[config.mk]
export PLATFORM = sky130hd
export DESIGN_NAME = proc_param
export DESIGN_NICKNAME = d
export VERILOG_FILES = /design/src/rtl/proc_pkg.sv /design/src/rtl/dec3to8.sv /design/src/rtl/proc_alu.sv /design/src/rtl/regn.sv /design/src/rtl/proc_param.sv
export SDC_FILE = /design/constraint.sdc
export NUM_CORES = 1
export LEC_CHECK = 0
export CAP_MARGIN = 10
export CORE_ASPECT_RATIO = 2
export CORE_MARGIN = 4
export CORE_UTILIZATION = 50
export CTS_BUF_LIST = sky130_fd_sc_hd__clkbuf_8 sky130_fd_sc_hd__clkbuf_16
export DETAILED_ROUTE_END_ITERATION = 10
export GPL_TIMING_DRIVEN = 0
export PLACE_DENSITY = 0.7
export SLEW_MARGIN = 20
export SYNTH_ARGS = -nofsm -noshare
export SYNTH_HDL_FRONTEND = slang
export SYNTH_SLANG_ARGS = --single-unit
[constraint.sdc]
create_clock -name Clock -period 5.21 [get_ports Clock]
set_input_delay 1.042 -clock Clock [delete_from_list [all_inputs] [get_ports Clock]]
set_output_delay 1.042 -clock Clock [all_outputs]
set_load 0.05 [all_outputs]
[src/rtl/proc_pkg.sv]
// Shared constants for the parametrised bus processor: opcodes, step encoding
// and bus-source select indices.
package proc_pkg;

  localparam int unsigned IR_W  = 9;
  localparam int unsigned SEL_W = 10;

  localparam logic [2:0] OP_MV   = 3'b000;
  localparam logic [2:0] OP_MVI  = 3'b001;
  localparam logic [2:0] OP_ADD  = 3'b010;
  localparam logic [2:0] OP_SUB  = 3'b011;
  localparam logic [2:0] OP_AND  = 3'b100;
  localparam logic [2:0] OP_XOR  = 3'b101;
  localparam logic [2:0] OP_MVNZ = 3'b110;
  localparam logic [2:0] OP_NOP  = 3'b111;

  typedef enum logic [1:0] {
    T0 = 2'd0,
    T1 = 2'd1,
    T2 = 2'd2,
    T3 = 2'd3
  } step_e;

  localparam int unsigned SEL_R0  = 0;
  localparam int unsigned SEL_R1  = 1;
  localparam int unsigned SEL_R2  = 2;
  localparam int unsigned SEL_R3  = 3;
  localparam int unsigned SEL_R4  = 4;
  localparam int unsigned SEL_R5  = 5;
  localparam int unsigned SEL_R6  = 6;
  localparam int unsigned SEL_R7  = 7;
  localparam int unsigned SEL_G   = 8;
  localparam int unsigned SEL_DIN = 9;

endpackage

[src/rtl/dec3to8.sv]
// 3-to-8 one-hot decoder with enable.
module dec3to8 (
  input  logic [2:0] w_i,
  input  logic       en_i,
  output logic [7:0] y_o
);

  always_comb begin
    y_o = '0;
    if (en_i) begin
      y_o[w_i] = 1'b1;
    end
  end

endmodule

[src/rtl/proc_alu.sv]
// Combinational ALU: add/sub modulo 2^N, bitwise and/xor; other opcodes give 0.
module proc_alu
  import proc_pkg::*;
#(
  parameter int unsigned N = 16
) (
  input  logic [N-1:0] a_i,
  input  logic [N-1:0] b_i,
  input  logic [2:0]   op_i,
  output logic [N-1:0] res_o
);

  always_comb begin
    res_o = '0;
    case (op_i)
      OP_ADD:  res_o = a_i + b_i;
      OP_SUB:  res_o = a_i - b_i;
      OP_AND:  res_o = a_i & b_i;
      OP_XOR:  res_o = a_i ^ b_i;
      default: res_o = '0;
    endcase
  end

endmodule

[src/rtl/regn.sv]
// N-bit load-enable register with synchronous active-high reset to RESET_VAL.
module regn #(
  parameter int unsigned N         = 16,
  parameter logic [N-1:0] RESET_VAL = '0
) (
  input  logic         clk_i,
  input  logic         rst_i,
  input  logic         en_i,
  input  logic [N-1:0] d_i,
  output logic [N-1:0] q_o
);

  logic [N-1:0] q_q;

  always_ff @(posedge clk_i) begin
    if (rst_i) begin
      q_q <= RESET_VAL;
    end else if (en_i) begin
      q_q <= d_i;
    end
  end

  assign q_o = q_q;

endmodule

[src/rtl/proc_param.sv]
// Parametrised multicycle processor: eight registers, A and G around an ALU,
// all sharing a single one-hot-selected bus.
module proc_param
  import proc_pkg::*;
#(
  parameter int unsigned  N         = 16,
  parameter logic [N-1:0] RESET_VAL = '0
) (
  input  logic         Clock,
  input  logic         Resetn,
  input  logic [N-1:0] DIN,
  input  logic         Run,
  output logic         Done,
  output logic [N-1:0] BusWires,
  output logic         Busy
);

  step_e             step_q, step_d;
  logic [IR_W-1:0]   ir_q, ir_d;
  logic              ir_in;
  logic [2:0]        op, rx, ry;
  logic [7:0]        x_dec, y_dec;
  logic [7:0]        r_in;
  logic              a_in, g_in;
  logic [SEL_W-1:0]  sel;
  logic [N-1:0]      r_q [8];
  logic [N-1:0]      a_q, g_q, alu_res;

  assign op = ir_q[8:6];
  assign rx = ir_q[5:3];
  assign ry = ir_q[2:0];

  dec3to8 u_dec_x (.w_i(rx), .en_i(1'b1), .y_o(x_dec));
  dec3to8 u_dec_y (.w_i(ry), .en_i(1'b1), .y_o(y_dec));

  for (genvar i = 0; i < 8; i++) begin : g_regs
    regn #(.N(N), .RESET_VAL(RESET_VAL)) u_r (
      .clk_i(Clock), .rst_i(Resetn), .en_i(r_in[i]), .d_i(BusWires), .q_o(r_q[i])
    );
  end

  regn #(.N(N), .RESET_VAL(RESET_VAL)) u_a (
    .clk_i(Clock), .rst_i(Resetn), .en_i(a_in), .d_i(BusWires), .q_o(a_q)
  );

  regn #(.N(N), .RESET_VAL(RESET_VAL)) u_g (
    .clk_i(Clock), .rst_i(Resetn), .en_i(g_in), .d_i(alu_res), .q_o(g_q)
  );

  proc_alu #(.N(N)) u_alu (.a_i(a_q), .b_i(BusWires), .op_i(op), .res_o(alu_res));

  // Step counter and IR; reset overrides Run and every enable.
  always_ff @(posedge Clock) begin
    if (Resetn) begin
      step_q <= T0;
      ir_q   <= IR_W'(RESET_VAL);
    end else begin
      step_q <= step_d;
      ir_q   <= ir_d;
    end
  end

  assign ir_d = ir_in ? DIN[IR_W-1:0] : ir_q;

  always_comb begin
    step_d = step_q;
    ir_in  = 1'b0;
    r_in   = '0;
    a_in   = 1'b0;
    g_in   = 1'b0;
    sel    = '0;
    Done   = 1'b0;
    case (step_q)
      T0: begin
        if (Run) begin
          ir_in  = 1'b1;
          step_d = T1;
        end
      end
      T1: begin
        case (op)
          OP_MV: begin
            sel    = {2'b00, y_dec};
            r_in   = x_dec;
            Done   = 1'b1;
            step_d = T0;
          end
          OP_MVI: begin
            sel[SEL_DIN] = 1'b1;
            r_in         = x_dec;
            Done         = 1'b1;
            step_d       = T0;
          end
          OP_MVNZ: begin
            sel = {2'b00, y_dec};
            if (g_q != '0) begin
              r_in = x_dec;
            end
            Done   = 1'b1;
            step_d = T0;
          end
          OP_NOP: begin
            Done   = 1'b1;
            step_d = T0;
          end
          default: begin
            sel    = {2'b00, x_dec};
            a_in   = 1'b1;
            step_d = T2;
          end
        endcase
      end
      T2: begin
        sel    = {2'b00, y_dec};
        g_in   = 1'b1;
        step_d = T3;
      end
      T3: begin
        sel[SEL_G] = 1'b1;
        r_in       = x_dec;
        Done       = 1'b1;
        step_d     = T0;
      end
    endcase
  end

  // One-hot bus mux; an empty select leaves the bus at zero.
  always_comb begin
    BusWires = '0;
    for (int i = 0; i < 8; i++) begin
      if (sel[i]) begin
        BusWires = BusWires | r_q[i];
      end
    end
    if (sel[SEL_G]) begin
      BusWires = BusWires | g_q;
    end
    if (sel[SEL_DIN]) begin
      BusWires = BusWires | DIN;
    end
  end

  assign Busy = (step_q != T0);

endmodule
==> run_results.csv, run 1 <==
group,metric,value,unit
global_routing,grt_pass1_wl,75300,um
floorplanning,rows,73,
clocking,clkSinkCount,171,
pwr,irDropWorstVdd,0.269,mV
worst_setup_path,path_delay_family,"compound AO/OA/AOI/OAI gates",
detailed_routing,vias,11432,
logic_synthesis,syn_area,10300,um2
worst_setup_path,start_kind,"flop",
sta,hold_ws,0.491,ns
global_routing,grt_overflow,0,
status,outcome,"complete, but fails checks",
sta,layout_setup_ws,-0.134,ns
worst_hold_path,hp-class,"reg -> reg",
clocking,cts_root_buf,"clkbuf_16",
sta,hold_violations,0,
floorplanning,num_io_pins,37,
logic_synthesis,yosysUniqueCellTypes,82,
global_routing,grt_usage,0.465,
global_routing,grt_use_met1,0.481,
floorplanning,die-area,23000,um2
logic_synthesis,syn_avg_cell_area,8.06,um2
worst_setup_path,cp.required,5.59,ns
logic_synthesis,yosysSeqAreaShare,0.333,
sta,slew_viol_final,0,
final_layout,drive_gt1_frac,0.153,
final_layout,final_net_count,1422,
final_layout,area_delta_synth_final,20.9,%
logic_synthesis,ys_ff_latch,171,
flow_run,drv_cap,0,
sta,finalSetupViolations,1,
sta,rsz0062_at_grt,"yes",
logic_synthesis,synth_fp_nets,1332,
detailed_routing,antenna_left,0,
detailed_routing,avgRoutedWirePerCell,32.8,um
placed_design,place_congestion,1.05,
worst_setup_path,crit_type,"reg -> reg",
pwr,p_leak,4.43,nW
logic_synthesis,ys_async_sr_fraction,0,
detailed_routing,drt-initial-drc-count,1566,
detailed_routing,totalWireLength,53800,um
global_routing,busiest_layer,"met2",
clocking,clkTransAtPathRegs,0.07,ns
global_routing,met3_usage,0.144,
clocking,cts_tree,"done",
logic_synthesis,synth_flop_cell,"dfxtp_1",
detailed_routing,firstDrtPassIters,6,
worst_setup_path,worstPathCellList,"clkbuf_4 > buf_8 > buf_8 > buf_6 > o2bb2ai_1 > a222oi_1 > o2111ai_1 > nor3_2 > buf_4 > inv_2 > nor2_2 > a31oi_4 > xnor2_1 > ha_1 > and2_4 > a221o_1 > a21oi_2 > o21a_1 > o31ai_4 > a31oi_4 > buf_6 > xnor2_1 > or3_1 > a41oi_2",
global_routing,antenna_found_initial,1,
clocking,cts_made_buffers,17,
placed_design,port_buffers,35,
logic_synthesis,synth_edf_count,0,
sta,fin_skew,0.00709,ns
floorplanning,start_util,0.511,
logic_synthesis,yosys_warnings,0,
clocking,clockBufferDepth,2,
logic_synthesis,syn_inst,1275,
floorplanning,die-height,211,um
sta,fin_crit,5.34,ns
pwr,powerDensity,298,nW/um2
worst_setup_path,cp_slowest_cell,"a222oi_1",
worst_setup_path,max_stage_delay,0.59,ns
global_routing,gr-usage-met2,0.733,
detailed_routing,viasPerCell,6.97,
floorplanning,coreArea,20100,um2
worst_setup_path,cp-end-kind,"flop",
clocking,cts_hold_buf,0,
global_routing,grt_max_degree,17,
worst_setup_path,worstPathArrival,5.73,ns
floorplanning,dieWidth,109,um
placed_design,dp_slack,-1.72,ns
sta,fmax,187,MHz
sta,slew_headroom,0.169,
clocking,clock_latency,0.46,ns
sta,worstMarginPinSlew,1.25,ns
sta,finalSetupTns,-0.134,ns
worst_setup_path,cp_max_fo,10,
placed_design,hpwl,37700,um
global_routing,grt_pass1_vias,10966,
sta,fin_crit_sh,1.03,
detailed_routing,route.detailed.drc,0,
status,violations,"negative setup slack",
worst_setup_path,cp_num_buf_inv,7,
pwr,total_power,3.70,mW
clocking,cts.htree.levels,4,
power by group:
group / leakage, nW / switching (mW) / internal (mW)
Sequential: 1.38 / 0.0391 / 1.34
Combinational: 2.77 / 0.638 / 0.377
Clock: 0.277 / 0.622 / 0.681
Total: 4.43 / 1.30 / 2.40
metal layers:
| layer | part of all wire | vias to the layer above |
|---|---|---|
| met2 | 0.46 | 878 |
| met1 | 0.32 | 5370 |
| met5 | 0.0011 | - |
| li1 | - | 4823 |
| met4 | 0.12 | 2 |
| met3 | 0.10 | 359 |
logic make-up (layout without fill, tap and decap cells):
kind of cell | after synthesis | count (layout) | synth area share
compound gates | 360 | 360 | 0.251
xor+xnor | 23 | 23 | 0.0240
fa+ha+maj | 38 | 38 | 0.0470
buf+inv | 148 | 251 | 0.0628
flops | 171 | 171 | 0.333
mux | 65 | 65 | 0.0660
other cells | 0 | 1 | 0
simple gates | 470 | 470 | 0.216
cells in the mapped netlist, types with 25 or more instances:
cell type  count  area [um2]
nand2_1       48         180
nor2_1       268        1010
a211oi_1      85         638
o21ai_0       31         155
inv_1         32         120
nand3_1       32         160
clkbuf_1      77         289
a21oi_1       95         475
a22o_1        29         254
mux2i_1       52         521
dfxtp_1      171        3420
ha_1          37         463
nor3_1        25         125
registers in the layout (all words and copies together), names as in the netlist, named ones only:
name            cells
ir_q                9
step_q              1
u_g.q_o            16
g_regs.u_r.q_o    128
u_a.q_o            16
cell usage in the layout, fill, tap and decap left out, types with 10 or more instances in the layout:
| cell type | instances |
|---|---|
| a211oi_1 | 85 |
| nor3_1 | 23 |
| nand3_1 | 31 |
| o2bb2ai_1 | 12 |
| ha_1 | 33 |
| nor2_1 | 260 |
| buf_6 | 17 |
| xnor2_1 | 17 |
| clkdlybuf4s50_1 | 32 |
| a21oi_1 | 92 |
| a22o_1 | 28 |
| a22oi_1 | 12 |
| o21ai_0 | 30 |
| inv_1 | 28 |
| nor4_1 | 12 |
| nand2_1 | 45 |
| buf_4 | 35 |
| clkbuf_1 | 60 |
| a31oi_1 | 10 |
| buf_2 | 10 |
| nand4_1 | 10 |
| clkbuf_16 | 17 |
| dfxtp_1 | 168 |
| mux2_2 | 12 |
| nor2b_1 | 11 |
| mux2i_1 | 51 |
tightest hold or removal path: stages (launching register included):
cell,delay [ns]
dfxtp_1,0.33
a21oi_1,0.06
nor2_1,0.07
through the flow:
| step | instance area [um2] | instances | utilization |
|---|---|---|---|
| 6_report | 12400 | 1641 | 0.618 |
| 5_1_grt | 12400 | 1640 | 0.618 |
| 4_1_cts | 12000 | 1623 | 0.595 |
| 3_5_place_dp | 11000 | 1572 | 0.546 |
| 3_3_place_gp | 11000 | 1572 | 0.545 |
| 2_1_floorplan | 10300 | 1275 | - |
repair_timing:
action                     4_1_cts  5_1_grt
setup endpoints to repair       28       20
pin swaps                       13       35
resized for setup               69       89
buffers inserted                21       18
hold endpoints to repair         0        0
final timing paths:
path                               from               endpoint  slack, ns  cells past startpoint
hold reg to reg   g_regs[3].u_r.q_o[10]  g_regs[3].u_r.q_o[10]       0.49                      2
setup reg to reg                ir_q[4]            u_g.q_o[15]      -0.13                     24
hold / removal    g_regs[3].u_r.q_o[10]  g_regs[3].u_r.q_o[10]       0.49                      2
setup / recovery                ir_q[4]            u_g.q_o[15]      -0.13                     24
final cells by class:
cell class              count  area (um2)
diodes                      1        2.50
well taps                 262         328
clock buffers              18         439
plain buffers             113         666
clock inverters            14         138
fillers                  1817        7680
flip-flops and latches    171        3430
multi-input cells         956        6570
inverters                  32         123
repair buffers             74         719
Power figures use the tool's default switching activity.
==> run 2: changes to the inputs <==
--- a/config.mk
+++ b/config.mk
@@ -6,8 +6,7 @@
 export NUM_CORES = 1
 export LEC_CHECK = 0
 export CAP_MARGIN = 10
-export CORE_ASPECT_RATIO = 2
-export CORE_MARGIN = 4
+export CORE_MARGIN = 8
 export CORE_UTILIZATION = 50
 export CTS_BUF_LIST = sky130_fd_sc_hd__clkbuf_8 sky130_fd_sc_hd__clkbuf_16
 export DETAILED_ROUTE_END_ITERATION = 10
==> run_results.csv, run 2 (same netlist as run 1, synthesis figures left out) <==
group,metric,value,unit
worst_setup_path,crit_type,"reg -> reg",
final_layout,diodes,0,
worst_setup_path,cp_slowest_cell,"a222oi_1",
floorplanning,die-height,159,um
placed_design,port_buffers,35,
pwr,total_power,3.70,mW
floorplanning,die-area,25400,um2
worst_setup_path,r2r_cells,24,
worst_setup_path,max_stage_delay,0.55,ns
placed_design,hpwl,34200,um
worst_setup_path,r2r_slack,-0.14,ns
detailed_routing,drt-initial-drc-count,1459,
floorplanning,dieWidth,159,um
sta,finalSetupViolations,1,
sta,fin_skew,0.0161,ns
final_layout,final_common_cell,"nor2_1",
detailed_routing,antenna_left,0,
worst_setup_path,cp_max_fo,10,
detailed_routing,viasPerCell,6.80,
detailed_routing,route.detailed.drc,0,
final_layout,final_cell_mix,"nor2_1 (260), dfxtp_1 (168), a21oi_1 (92), a211oi_1 (85), clkbuf_1 (60)",
worst_setup_path,cp.required,5.58,ns
global_routing,grt_overflow,0,
clocking,clkTransAtPathRegs,0.08,ns
worst_hold_path,hp-start,"g_regs[5].u_r.q_o[10]",
floorplanning,start_util,0.508,
global_routing,grt_pass1_wl,68900,um
sta,slew_headroom,0.149,
pwr,p_leak,4.43,nW
floorplanning,rows,52,
clocking,clkSinkCount,171,
clocking,cts_tree,"done",
detailed_routing,totalWireLength,47400,um
sta,fin_crit,5.35,ns
final_layout,final_net_count,1429,
detailed_routing,firstDrtPassIters,6,
final_layout,area_delta_synth_final,21.5,%
worst_setup_path,worstPathCellList,"clkbuf_4 > buf_6 > buf_8 > buf_6 > o2bb2ai_1 > a222oi_1 > o2111ai_1 > nor3_2 > buf_4 > clkinvlp_4 > nor2_4 > a31oi_4 > xnor2_1 > ha_1 > and2_4 > a221o_1 > a21oi_2 > o21a_1 > o31ai_4 > a31oi_2 > buf_4 > xnor2_2 > or3_4 > a41oi_2",
final_layout,largest_register_ffs,128,
detailed_routing,avgRoutedWirePerCell,28.7,um
worst_hold_path,min_path_cells,2,
worst_hold_path,hold_path_end,"g_regs[5].u_r.q_o[10]",
status,violations,"negative setup slack",
sta,fin_crit_sh,1.03,
final_layout,utilization,0.617,
pwr,clkPwrFrac,0.371,
pwr,p_comb_frac,0.256,
worst_setup_path,cp-end-kind,"flop",
global_routing,grt_pass1_vias,10568,
clocking,cts_made_buffers,17,
global_routing,grt_max_degree,20,
sta,slew_viol_final,0,
worst_setup_path,r2r_end,"u_g.q_o[15]",
floorplanning,num_io_pins,37,
sta,hold_violations,0,
pwr,p_int,2.41,mW
clocking,cts_hold_buf,0,
global_routing,antenna_found_initial,0,
pwr,power_switching,1.29,mW
sta,layout_setup_ws,-0.141,ns
worst_setup_path,start_kind,"flop",
clocking,cts_root_buf,"clkbuf_16",
flow_run,drv_cap,0,
worst_hold_path,hp-class,"reg -> reg",
clocking,clockBufferDepth,2,
status,outcome,"complete, but fails checks",
pwr,swShare,0.348,
final_layout,drive_gt1_frac,0.155,
detailed_routing,vias,11249,
sta,rsz0062_at_grt,"yes",
worst_setup_path,worstPathArrival,5.72,ns
pwr,powerDensity,297,nW/um2
clocking,clock_latency,0.45,ns
global_routing,grt_usage,0.362,
placed_design,place_congestion,1.02,
clocking,cts.htree.levels,4,
sta,fmax,187,MHz
worst_setup_path,cp_num_buf_inv,7,
floorplanning,coreArea,20200,um2
worst_setup_path,path_delay_family,"compound AO/OA/AOI/OAI gates",
pwr,irDropWorstVdd,0.231,mV
pwr,sequentialPowerShare,0.373,
worst_setup_path,regToRegStartpoint,"ir_q[4]",
sta,worstMarginPinSlew,1.27,ns
final_layout,fillers,1840,
run 2: cell count changes in the layout (fill, tap and decap cells not counted), moves of 3 or more:
cell | before | now
buf_2 | 10 | 13
buf_4 | 35 | 44
buf_6 | 17 | 13
clkinv_4 | 4 | 1
clkinv_8 | 0 | 5
inv_2 | 4 | 1
inv_8 | 1 | 4
run 2: worst reg2reg max path, delay by kind of cell (launching register included):
family / cells / cell delay, ns
AOI/OAI and AO/OA: 10 / 2.21
adders and majority gates: 1 / 0.34
and+or+nand+nor: 4 / 0.90
xor gates and xnor gates: 2 / 0.22
buffers and inverters: 7 / 1.32
DFF: 1 / 0.31
run 2: worst max-delay path by stage:
| stage | start | end | slack (ns) | cells past startpoint |
|---|---|---|---|---|
| after CTS | flop | u_g.q_o[15] | -0.08 | 23 |
| after detailed placement | step_q[0] | u_g.q_o[15] | -1.79 | 21 |
| final | ir_q[4] | u_g.q_o[15] | -0.14 | 24 |
| after global routing | step_q[0] | u_g.q_o[15] | -0.18 | 22 |
| after floorplan | step_q[0] | u_g.q_o[15] | 0.02 | 23 |
| after global placement | step_q[0] | u_g.q_o[15] | -1.80 | 21 |
run 2: through the flow:
stage | hold slack, ns | instance area [um2] | TNS [ns] | cells | worst slack (ns)
6_report | 0.512 | 12500 | -0.141 | 1655 | -0.141
5_1_grt | 0.535 | 12500 | -0.177 | 1655 | -0.177
4_1_cts | 0.506 | 12000 | -0.0833 | 1632 | -0.0833
3_5_place_dp | 0.491 | 11000 | -15.82 | 1580 | -1.79
3_3_place_gp | 0.478 | 11000 | -16.53 | 1580 | -1.80
2_1_floorplan | 0.448 | 10300 | 0 | 1275 | 0.0205
run 2: metal layers:
metal / GRT usage / part of all wire / wire length [um]
met1: 0.471 / 0.40 / 18800
met4: 0.178 / 0.061 / 2880
met5: 0 / 0 / 0
met3: 0.103 / 0.12 / 5820
met2: 0.541 / 0.42 / 20000
run 2: layout make-up:
class | instances | area, um2 | share of cell area
buffer | 113 | 631 | 0.0505
clock buffer | 17 | 425 | 0.0341
clock inverter | 15 | 199 | 0.0159
inverter | 32 | 129 | 0.0103
multi-input combinational | 956 | 6570 | 0.526
sequential | 171 | 3430 | 0.275
tap | 270 | 338 | 0.0271
timing repair buffer | 81 | 762 | 0.0611
run 2: power groups by stage:
stage | Combinational, mW | Sequential (mW) | Clock [mW]
floorplan | 0.532 | 1.40 | 0
global placement | 0.753 | 1.41 | 0
detailed placement | 0.760 | 1.41 | 0
CTS | 0.845 | 1.38 | 1.37
global route | 0.996 | 1.38 | 1.42
finish | 0.948 | 1.38 | 1.37
run 2: what timing repair did:
item | in CTS | in global routing
buffers inserted | 22 | 23
endpoints found under the setup margin | 29 | 12
pin swaps | 17 | 40
cloned | 0 | 1
gates resized for setup | 67 | 73
==> run 3: changes to the inputs <==
--- a/config.mk
+++ b/config.mk
@@ -11,7 +11,7 @@
 export CTS_BUF_LIST = sky130_fd_sc_hd__clkbuf_8 sky130_fd_sc_hd__clkbuf_16
 export DETAILED_ROUTE_END_ITERATION = 10
 export GPL_TIMING_DRIVEN = 0
-export PLACE_DENSITY = 0.7
+export PLACE_DENSITY = 0.67
 export SLEW_MARGIN = 20
 export SYNTH_ARGS = -nofsm -noshare
 export SYNTH_HDL_FRONTEND = slang
==> constraint.sdc (replaced) <==
create_clock -name Clock -period 5.85 [get_ports Clock]
set_input_delay 1.17 -clock Clock [delete_from_list [all_inputs] [get_ports Clock]]
set_output_delay 1.17 -clock Clock [all_outputs]
set_load 0.05 [all_outputs]
==> run_results.csv, run 3 (same netlist as run 1, synthesis figures left out) <==
group,metric,value,unit
global_routing,grt_pass1_wl,66600,um
detailed_routing,totalWireLength,45800,um
detailed_routing,route.met2.wl,19300,um
flow_run,drv_cap,0,
sta,slew_viol_final,0,
floorplanning,die-height,159,um
sta,finalSetupViolations,0,
worst_setup_path,crit_type,"reg -> reg",
global_routing,grt_max_degree,19,
sta,fin_crit_sh,0.975,
clocking,clkTransAtPathRegs,0.08,ns
floorplanning,num_io_pins,37,
clocking,clock_latency,0.46,ns
detailed_routing,viasPerCell,6.83,
global_routing,grt_overflow,0,
sta,fin_skew,0.0142,ns
worst_setup_path,cp_slowest_cell,"a222oi_1",
worst_setup_path,cp_max_fo,10,
sta,worstMarginPinSlew,1.20,ns
floorplanning,die-area,25400,um2
detailed_routing,wl_met3,5410,um
detailed_routing,met1_length,18300,um
global_routing,grt_pass1_vias,10356,
worst_hold_path,hp-start,"g_regs[7].u_r.q_o[9]",
detailed_routing,firstDrtPassIters,6,
floorplanning,rows,52,
detailed_routing,antenna_left,0,
detailed_routing,avgRoutedWirePerCell,28.1,um
detailed_routing,route.detailed.drc,0,
clocking,cts_root_buf,"clkbuf_16",
worst_setup_path,r2r_cells,20,
worst_setup_path,start_kind,"flop",
detailed_routing,top_layer,"met4",
detailed_routing,drt-initial-drc-count,1353,
worst_setup_path,cp-end-kind,"flop",
clocking,cts_tree,"done",
status,outcome,"finished clean",
placed_design,hpwl,33900,um
final_layout,drive_gt1_frac,0.109,
placed_design,port_buffers,35,
worst_setup_path,crit_top_cell,"buf_4",
pwr,irDropWorstVdd,0.208,mV
worst_setup_path,regToRegStartpoint,"ir_q[5]",
worst_setup_path,startpoint,"ir_q[5]",
sta,rsz0062_at_grt,"no",
sta,layout_setup_ws,0.149,ns
final_layout,final_net_count,1401,
placed_design,place_congestion,1.04,
clocking,cts_hold_buf,0,
final_layout,final_common_cell,"nor2_1",
pwr,powerDensity,268,nW/um2
worst_setup_path,worstPathArrival,6.08,ns
clocking,clockBufferDepth,2,
clocking,cts.htree.levels,4,
clocking,clkSinkCount,171,
worst_setup_path,r2r_end,"u_g.q_o[15]",
worst_setup_path,max_stage_delay,0.62,ns
floorplanning,start_util,0.508,
sta,fin_crit,5.70,ns
sta,slew_headroom,0.195,
final_layout,final_cell_mix,"nor2_1 (262), dfxtp_1 (169), a21oi_1 (94), a211oi_1 (85), clkbuf_1 (69)",
pwr,total_power,3.19,mW
worst_setup_path,worstPathCellList,"buf_2 > buf_4 > buf_4 > nor2_1 > a222oi_1 > o221ai_1 > nor3b_4 > clkbuf_4 > inv_1 > xnor2_1 > ha_1 > and2_1 > a221o_1 > a21oi_1 > o21a_1 > o31ai_1 > a31oi_1 > buf_4 > or4bb_1 > a41oi_2",
floorplanning,coreArea,20200,um2
global_routing,antenna_found_initial,0,
placed_design,dp_slack,-1.32,ns
detailed_routing,vias,11124,
floorplanning,dieWidth,159,um
sta,fmax,175,MHz
worst_setup_path,r2r_slack,0.15,ns
global_routing,grt_usage,0.348,
worst_setup_path,worstSetupEndpoint,"u_g.q_o[15]",
sta,hold_violations,0,
worst_setup_path,cp.required,6.23,ns
worst_hold_path,hp-class,"reg -> reg",
final_layout,area_delta_synth_final,15.8,%
pwr,p_leak,4.17,nW
final_layout,largest_register_ffs,128,
clocking,cts_made_buffers,17,
## run 3: cell types whose count changed in the layout (fill, tap and decap cells not counted), sizes merged
cell	change
diode	+1
inv	+2
clkdlybuf4s50	+1
dlygate4sd2	-1
buf	-27
clkinv	-2
clkinvlp	-1
## run 3: worst min path at each step
stage	cells after the start	slack (ns)	endpoint
final	2	0.51	g_regs[7].u_r.q_o[9]
after global routing	2	0.54	g_regs[4].u_r.q_o[0]
after CTS	2	0.50	g_regs[7].u_r.q_o[9]
after detailed placement	2	0.48	g_regs[7].u_r.q_o[9]
after global placement	2	0.47	g_regs[7].u_r.q_o[9]
after floorplan	2	0.45	g_regs[3].u_r.q_o[10]
## run 3: power by group
group | internal, mW | switching [mW] | total, mW
Combinational | 0.264 | 0.469 | 0.733
Sequential | 1.20 | 0.0342 | 1.23
Clock | 0.627 | 0.594 | 1.22
## run 3: critical path, delay by kind of cell (launching register included)
family	cells	cell delay, ns
AO/OA/AOI/OAI	8	2.12
buffers and inverters	6	1.47
AND/OR/NAND/NOR	4	1.18
flip-flops	1	0.40
adder cells (fa/ha/maj)	1	0.31
XOR/XNOR	1	0.14
## run 3: timing repair
action	in CTS	in global routing
pin swaps	7	8
endpoints found under the hold margin	0	0
setup buffers	10	7
endpoints found under the setup margin	22	3
gates resized for setup	23	32
## run 3: layer usage
layer	global-route usage	up-vias
li1	-	4776
met1	0.448	5325
met2	0.512	824
met3	0.0972	199
met4	0.204	0
met5	0	-
## run 3: area by class of cell
| class | instances | area, um2 |
|---|---|---|
| buffer | 114 | 554 |
| timing repair buffer | 52 | 490 |
| tap | 270 | 338 |
| inverter | 32 | 120 |
| multi-input combinational | 956 | 6350 |
| sequential | 171 | 3430 |
| antenna | 1 | 2.50 |
| clock inverter | 14 | 173 |
| fill | 1935 | 8340 |
| clock buffer | 18 | 439 |
## run 3: metrics by stage
| step | TNS [ns] | utilization | instance area [um2] | hold WS [ns] | cells |
|---|---|---|---|---|---|
| after CTS | 0 | 0.580 | 11700 | 0.499 | 1620 |
| after global routing | 0 | 0.588 | 11900 | 0.538 | 1627 |
| after detailed placement | -7.16 | 0.542 | 11000 | 0.478 | 1580 |
| after global placement | -7.45 | 0.542 | 11000 | 0.473 | 1580 |
| after floorplan | 0 | - | 10300 | 0.448 | 1275 |
| final | 0 | 0.588 | 11900 | 0.508 | 1628 |
